## src/rtl/composite_sync_generator.sv

```systemverilog
// Composite-video sample generator: sync tips, broad V-sync pulses, blanking and clamped active pixels.
// Optional equalizing pulses on the lines after the broad pulses are built when COMPOSITE_EQ_PULSES_EN is defined.
module composite_sync_generator #(
    parameter int LINE_TOTAL      = 2368,
    parameter int HSYNC_WIDTH     = 175,
    parameter int BACK_PORCH      = 175,
    parameter int ACTIVE_WIDTH    = 1920,
    parameter int LINES_PER_FRAME = 262,
    parameter int VSYNC_LINES     = 3,
    parameter int EQ_LINES        = 3,
    parameter int SYNC_LEVEL      = 0,
    parameter int BLANK_LEVEL     = 1024
) (
    input  logic        clk,
    input  logic        rst,
    input  logic        sample_valid,
    input  logic        enable,
    input  logic [11:0] pixel_data,
    output logic        pixel_req,
    output logic [11:0] dac_out,
    output logic        h_sync_pulse,
    output logic        v_sync_pulse,
    output logic [11:0] x_coord,
    output logic [9:0]  y_coord
);

    if ((HSYNC_WIDTH + BACK_PORCH + ACTIVE_WIDTH >= LINE_TOTAL) ||
        (VSYNC_LINES + EQ_LINES >= LINES_PER_FRAME)) begin : g_bad_params
        $error("composite_sync_generator: line or frame timing does not fit");
    end

    localparam logic [11:0] H_LAST      = 12'(LINE_TOTAL - 1);
    localparam logic [11:0] SYNC_END    = 12'(HSYNC_WIDTH);
    localparam logic [11:0] BP_END      = 12'(HSYNC_WIDTH + BACK_PORCH);
    localparam logic [11:0] ACT_END     = 12'(HSYNC_WIDTH + BACK_PORCH + ACTIVE_WIDTH);
    localparam logic [11:0] SERR_START  = 12'(LINE_TOTAL - HSYNC_WIDTH);
    localparam logic [9:0]  V_LAST      = 10'(LINES_PER_FRAME - 1);
    localparam logic [9:0]  V_BROAD_END = 10'(VSYNC_LINES);
    localparam logic [11:0] SYNC_CODE   = 12'(SYNC_LEVEL);
    localparam logic [11:0] BLANK_CODE  = 12'(BLANK_LEVEL);
`ifdef COMPOSITE_EQ_PULSES_EN
    localparam logic [9:0]  V_EQ_END    = 10'(VSYNC_LINES + EQ_LINES);
    localparam logic [11:0] EQ_TIP_END  = 12'(HSYNC_WIDTH / 2);
    localparam logic [11:0] HALF_LINE   = 12'(LINE_TOTAL / 2);
    localparam logic [11:0] HALF_TIP_END = 12'(LINE_TOTAL / 2 + HSYNC_WIDTH / 2);
`endif

    logic [11:0] h_cnt_q, h_cnt_d;
    logic [9:0]  v_cnt_q, v_cnt_d;
    logic [11:0] dac_q, dac_d;
    logic        h_pulse_q, h_pulse_d;
    logic        v_pulse_q, v_pulse_d;
    logic [11:0] level;
    logic        line_broad;

    // Active pixels never dip below black so they cannot be mistaken for sync.
    function automatic logic [11:0] clamp_black(input logic [11:0] code);
        return (code < BLANK_CODE) ? BLANK_CODE : code;
    endfunction

    assign line_broad = (v_cnt_q < V_BROAD_END);

    always_ff @(posedge clk or posedge rst) begin
        if (rst) begin
            h_cnt_q   <= '0;
            v_cnt_q   <= '0;
            dac_q     <= BLANK_CODE;
            h_pulse_q <= 1'b0;
            v_pulse_q <= 1'b0;
        end else begin
            h_cnt_q   <= h_cnt_d;
            v_cnt_q   <= v_cnt_d;
            dac_q     <= dac_d;
            h_pulse_q <= h_pulse_d;
            v_pulse_q <= v_pulse_d;
        end
    end

    always_comb begin
        h_cnt_d   = h_cnt_q;
        v_cnt_d   = v_cnt_q;
        dac_d     = dac_q;
        h_pulse_d = 1'b0;
        v_pulse_d = 1'b0;
        if (!enable) begin
            h_cnt_d = '0;
            v_cnt_d = '0;
            dac_d   = BLANK_CODE;
        end else if (sample_valid) begin
            dac_d     = level;
            h_pulse_d = (h_cnt_q == 12'd0);
            v_pulse_d = (h_cnt_q == 12'd0) && (v_cnt_q == 10'd0);
            if (h_cnt_q == H_LAST) begin
                h_cnt_d = '0;
                v_cnt_d = (v_cnt_q == V_LAST) ? 10'd0 : v_cnt_q + 10'd1;
            end else begin
                h_cnt_d = h_cnt_q + 12'd1;
            end
        end
    end

    // Region decode of the current sample; drives the next DAC code and the pixel request.
    always_comb begin
        level     = BLANK_CODE;
        pixel_req = 1'b0;
        x_coord   = '0;
        if (line_broad) begin
            level = (h_cnt_q < SERR_START) ? SYNC_CODE : BLANK_CODE;
        end
`ifdef COMPOSITE_EQ_PULSES_EN
        else if (v_cnt_q < V_EQ_END) begin
            if ((h_cnt_q < EQ_TIP_END) ||
                ((h_cnt_q >= HALF_LINE) && (h_cnt_q < HALF_TIP_END)))
                level = SYNC_CODE;
        end
`endif
        else if (h_cnt_q < SYNC_END) begin
            level = SYNC_CODE;
        end else if (h_cnt_q < BP_END) begin
            level = BLANK_CODE;
        end else if (h_cnt_q < ACT_END) begin
            level     = clamp_black(pixel_data);
            pixel_req = 1'b1;
            x_coord   = h_cnt_q - BP_END;
        end
    end

    assign dac_out      = dac_q;
    assign h_sync_pulse = h_pulse_q;
    assign v_sync_pulse = v_pulse_q;
    assign y_coord      = v_cnt_q;

endmodule
```

## config.mk

```make
export PLATFORM = sky130hd
export DESIGN_NAME = composite_sync_generator
export DESIGN_NICKNAME = d
export VERILOG_FILES = /design/src/rtl/composite_sync_generator.sv
export SDC_FILE = /design/constraint.sdc
export NUM_CORES = 1
export LEC_CHECK = 0
export BUFFER_PORTS_ARGS = -buffer_cell sky130_fd_sc_hd__buf_4
export CORE_MARGIN = 10
export CORE_UTILIZATION = 48
export DETAILED_ROUTE_END_ITERATION = 12
export PLACE_DENSITY_LB_ADDON = 0.2
export SYNTH_ARGS = -nofsm -noshare
export SYNTH_HDL_FRONTEND = slang
export SYNTH_SLANG_ARGS = --single-unit
```

## constraint.sdc

```tcl
create_clock -name clk -period 2.2 [get_ports clk]
set_clock_uncertainty 0.2 [all_clocks]
set_input_delay 0 -clock clk [delete_from_list [all_inputs] [get_ports clk]]
set_output_delay 0 -clock clk [all_outputs]
set_load 0.02 [all_outputs]
```

==> impl_metrics.env <==
export IMPL_required_ns=2.22
export IMPL_ys_types=47
export IMPL_root_buffer="clkbuf_8"
export IMPL_chipHeight_um=88.2
export IMPL_layout_setup_ws_ns=-0.0842
export IMPL_power_density_nw_per_um2=502
export IMPL_path_delay_family="simple AND/OR/NAND/NOR gates"
export IMPL_critPathCaptureType="flop"
export IMPL_max_stage_delay_ns=0.57
export IMPL_clkTransAtPathRegs_ns=0.08
export IMPL_grt_pass1_wl_mm=11.8
export IMPL_drt_first_pass_iters=4
export IMPL_fin_cells=405
export IMPL_slew_viol_final=0
export IMPL_grt_pass1_vias=2330
export IMPL_core_area_um2=4410
export IMPL_syn_avg_cell_area_um2=8.71
export IMPL_ys_async_sr_fraction=1.00
export IMPL_synth_ff_type="dfrtp_1"
export IMPL_fin_crit_sh=1.04
export IMPL_finalWorstPathRequiredPeriod_ns=2.28
export IMPL_routabilityCongestion=0.875
export IMPL_critPathBufInv=1
export IMPL_insertion_delay_ns=0.30
export IMPL_initial_core_util=0.505
export IMPL_num_vias=2430
export IMPL_grt_use_total=0.188
export IMPL_syn_area_um2=2230
export IMPL_htreeDepth=2
export IMPL_p_seq_frac=0.420
export IMPL_path_class="reg -> reg"
export IMPL_crit_slowest_cell="or4_4"
export IMPL_combPwrFrac=0.224
export IMPL_switching_power_mw=0.469
export IMPL_yosys_register_bits=36
export IMPL_cts_sinks=36
export IMPL_crit_arrival_ns=2.30
export IMPL_multiInputGateArea_um2=1320
export IMPL_finalSetupViolCount=35
export IMPL_synth_edf_count=0
export IMPL_maxCapViolCount=0
export IMPL_post_place_ws_ns=-0.120
export IMPL_yosysWarnings=0
export IMPL_dieArea_um2=7770
export IMPL_clock_path_buffers=2
export IMPL_synth_fp_nets=278
export IMPL_grt_max_degree=37
export IMPL_synthToLayoutAreaGrowth_pct=49.0
export IMPL_internal_power_mw=1.20
export IMPL_p_leak_nw=1.47
export IMPL_rows=24
export IMPL_cts_tree="done"
export IMPL_syn_inst=256
export IMPL_hold_violations=0
export IMPL_drtIter0Drc=194
export IMPL_wl_per_cell_um=18.3
export IMPL_regArea_um2=906
export IMPL_switching_share=0.281
export IMPL_ant_nets=0
export IMPL_routed_wl_mm=7.42
export IMPL_via_per_inst=6.00
export IMPL_irDropWorstVdd_uv=376
export IMPL_grt_overflow=0
export IMPL_fillers=317
export IMPL_antenna_found_initial=0
export IMPL_clkPwrFrac=0.357
export IMPL_tightest_slew_ns=0.710
export IMPL_final_common_cell="buf_4"
export IMPL_relSlewSlack=0.525
export IMPL_dp_hpwl_mm=4.93
export IMPL_mostFrequentLayoutCells="buf_4, dfrtp_1, nor2_1"
export IMPL_antenna_cells=0
export IMPL_fmax_ghz=0.438
export IMPL_place_inst=377
export IMPL_cts_made_buffers=5
export IMPL_status="finished with violations"
export IMPL_ys_seq_area_frac=0.404
export IMPL_nets=374
export IMPL_critPathLaunchType="flop"
export IMPL_drc_errors=0
export IMPL_violations="setup timing"
export IMPL_path_cells="or4_4 > or4_4 > o21ai_4 > buf_6 > mux2i_1"
export IMPL_crit_top_cell="or4_4"
export IMPL_worstHoldPathType="in -> async"
export IMPL_drive_gt1_frac=0.365
export IMPL_ios=53
export IMPL_port_buffers=52
export IMPL_die_x_um=88.2
export IMPL_crit_fanout=7
export IMPL_rsz0062_at_grt="true"
-- timing repair --
item,4_1_cts,5_1_grt
hold buffers,16,0
endpoints found under the setup margin,30,28
pin swaps,1,7
resized for setup,19,12
cloned,1,0
buffers inserted,2,2
endpoints found under the hold margin,62,0
-- final cells by class --
type	instances	area share
multi-input combinational	184	0.397
sequential	36	0.273
timing repair buffer	107	0.257
clock buffer	5	0.0207
inverter	18	0.0203
tap	52	0.0196
clock inverter	3	0.0128
-- synthesized netlist by cell type (all sizes together), types with 3 or more instances --
cell type / n / area, um^2
ha: 6 / 75.1
clkbuf: 11 / 41.3
dfrtp: 35 / 876
or4: 6 / 45.0
a21oi: 6 / 30.0
nand3: 15 / 75.1
a211oi: 3 / 22.5
nand2: 18 / 67.6
o211ai: 8 / 60.1
buf: 8 / 43.8
o21ai: 8 / 43.8
nand4: 7 / 43.8
or3: 5 / 31.3
xnor2: 13 / 114
nor3: 8 / 40.0
nor2: 27 / 101
a22o: 10 / 87.6
a311oi: 4 / 41.3
inv: 18 / 67.6
a41oi: 3 / 26.3
nor4: 8 / 50.1
-- registers in the layout, indices dropped and copies added, names as in the netlist --
register and count:
h_cnt_q 12, h_sync_pulse 1, y_coord 10, v_sync_pulse 1
dac_out 12
-- path summary, 6_finish.rpt --
kind	start	endpoint	slack [ns]	cells after the start
setup / recovery	h_cnt_q[6]$_DFFE_PP0P_	y_coord[1]$_DFFE_PP0P_	-0.08	5
min in group clk	pixel_data[5]	dac_out[5]$_DFFE_PP0P_	0.27	3
setup reg to reg	h_cnt_q[6]$_DFFE_PP0P_	y_coord[1]$_DFFE_PP0P_	-0.08	5
hold reg to reg	dac_out[3]$_DFFE_PP0P_	dac_out[3]$_DFFE_PP0P_	0.31	1
hold / removal	rst	y_coord[0]$_DFFE_PP0P_	0.20	4
max in group asynchronous	rst	h_cnt_q[2]$_DFFE_PP0P_	1.25	4
-- worst reg2reg max path: cells and delay by family, from the launching register on --
kind,cells,cell delay [ns]
and+or+nand+nor,2,1.11
muxes,1,0.19
AOI/OAI and AO/OA,1,0.17
DFF,1,0.39
buffers and inverters,1,0.15
-- power by group through the flow --
stage / sequential (mW) / clock, mW / combinational, mW
2_1_floorplan: 0.750 / 0 / 0.108
5_1_grt: 0.700 / 0.626 / 0.402
4_1_cts: 0.698 / 0.600 / 0.346
3_5_place_dp: 0.710 / 0 / 0.289
3_3_place_gp: 0.709 / 0 / 0.284
6_report: 0.699 / 0.594 / 0.373
-- per-stage QoR --
stage | total power [mW] | util | instance area [um^2] | hold WS [ns] | setup TNS, ns
final | 1.67 | 0.753 | 3320 | 0.204 | -1.07
after global routing | 1.73 | 0.753 | 3320 | 0.258 | -3.06
after CTS | 1.64 | 0.740 | 3270 | 0.196 | -0.0948
after detailed placement | 0.999 | 0.652 | 2880 | -0.0513 | -0.259
after global placement | 0.993 | 0.652 | 2880 | -0.0638 | -0.0503
after floorplan | 0.858 | - | 2240 | -0.0673 | -0.135
-- per-layer routing --
metal / routed length [um] / GRT usage / vias to the layer above
li1: - / - / 1127
met1: 3200 / 0.250 / 1200
met2: 3590 / 0.295 / 92
met3: 535 / 0.0455 / 11
met4: 102 / 0.0585 / 0
met5: 0 / 0 / -
-- cells by family (layout without fill, tap and decap cells) --
group / after synthesis / in the layout / synth area share
adders and majority gates: 6 / 6 / 0.0337
DFF: 36 / 36 / 0.404
muxes: 2 / 2 / 0.00897
and+or+nand+nor: 104 / 104 / 0.233
AOI/OAI and AO/OA: 57 / 58 / 0.196
buffers and inverters: 37 / 133 / 0.0684
xor gates and xnor gates: 14 / 14 / 0.0550
Note: power is estimated with default switching activity, not from simulation.
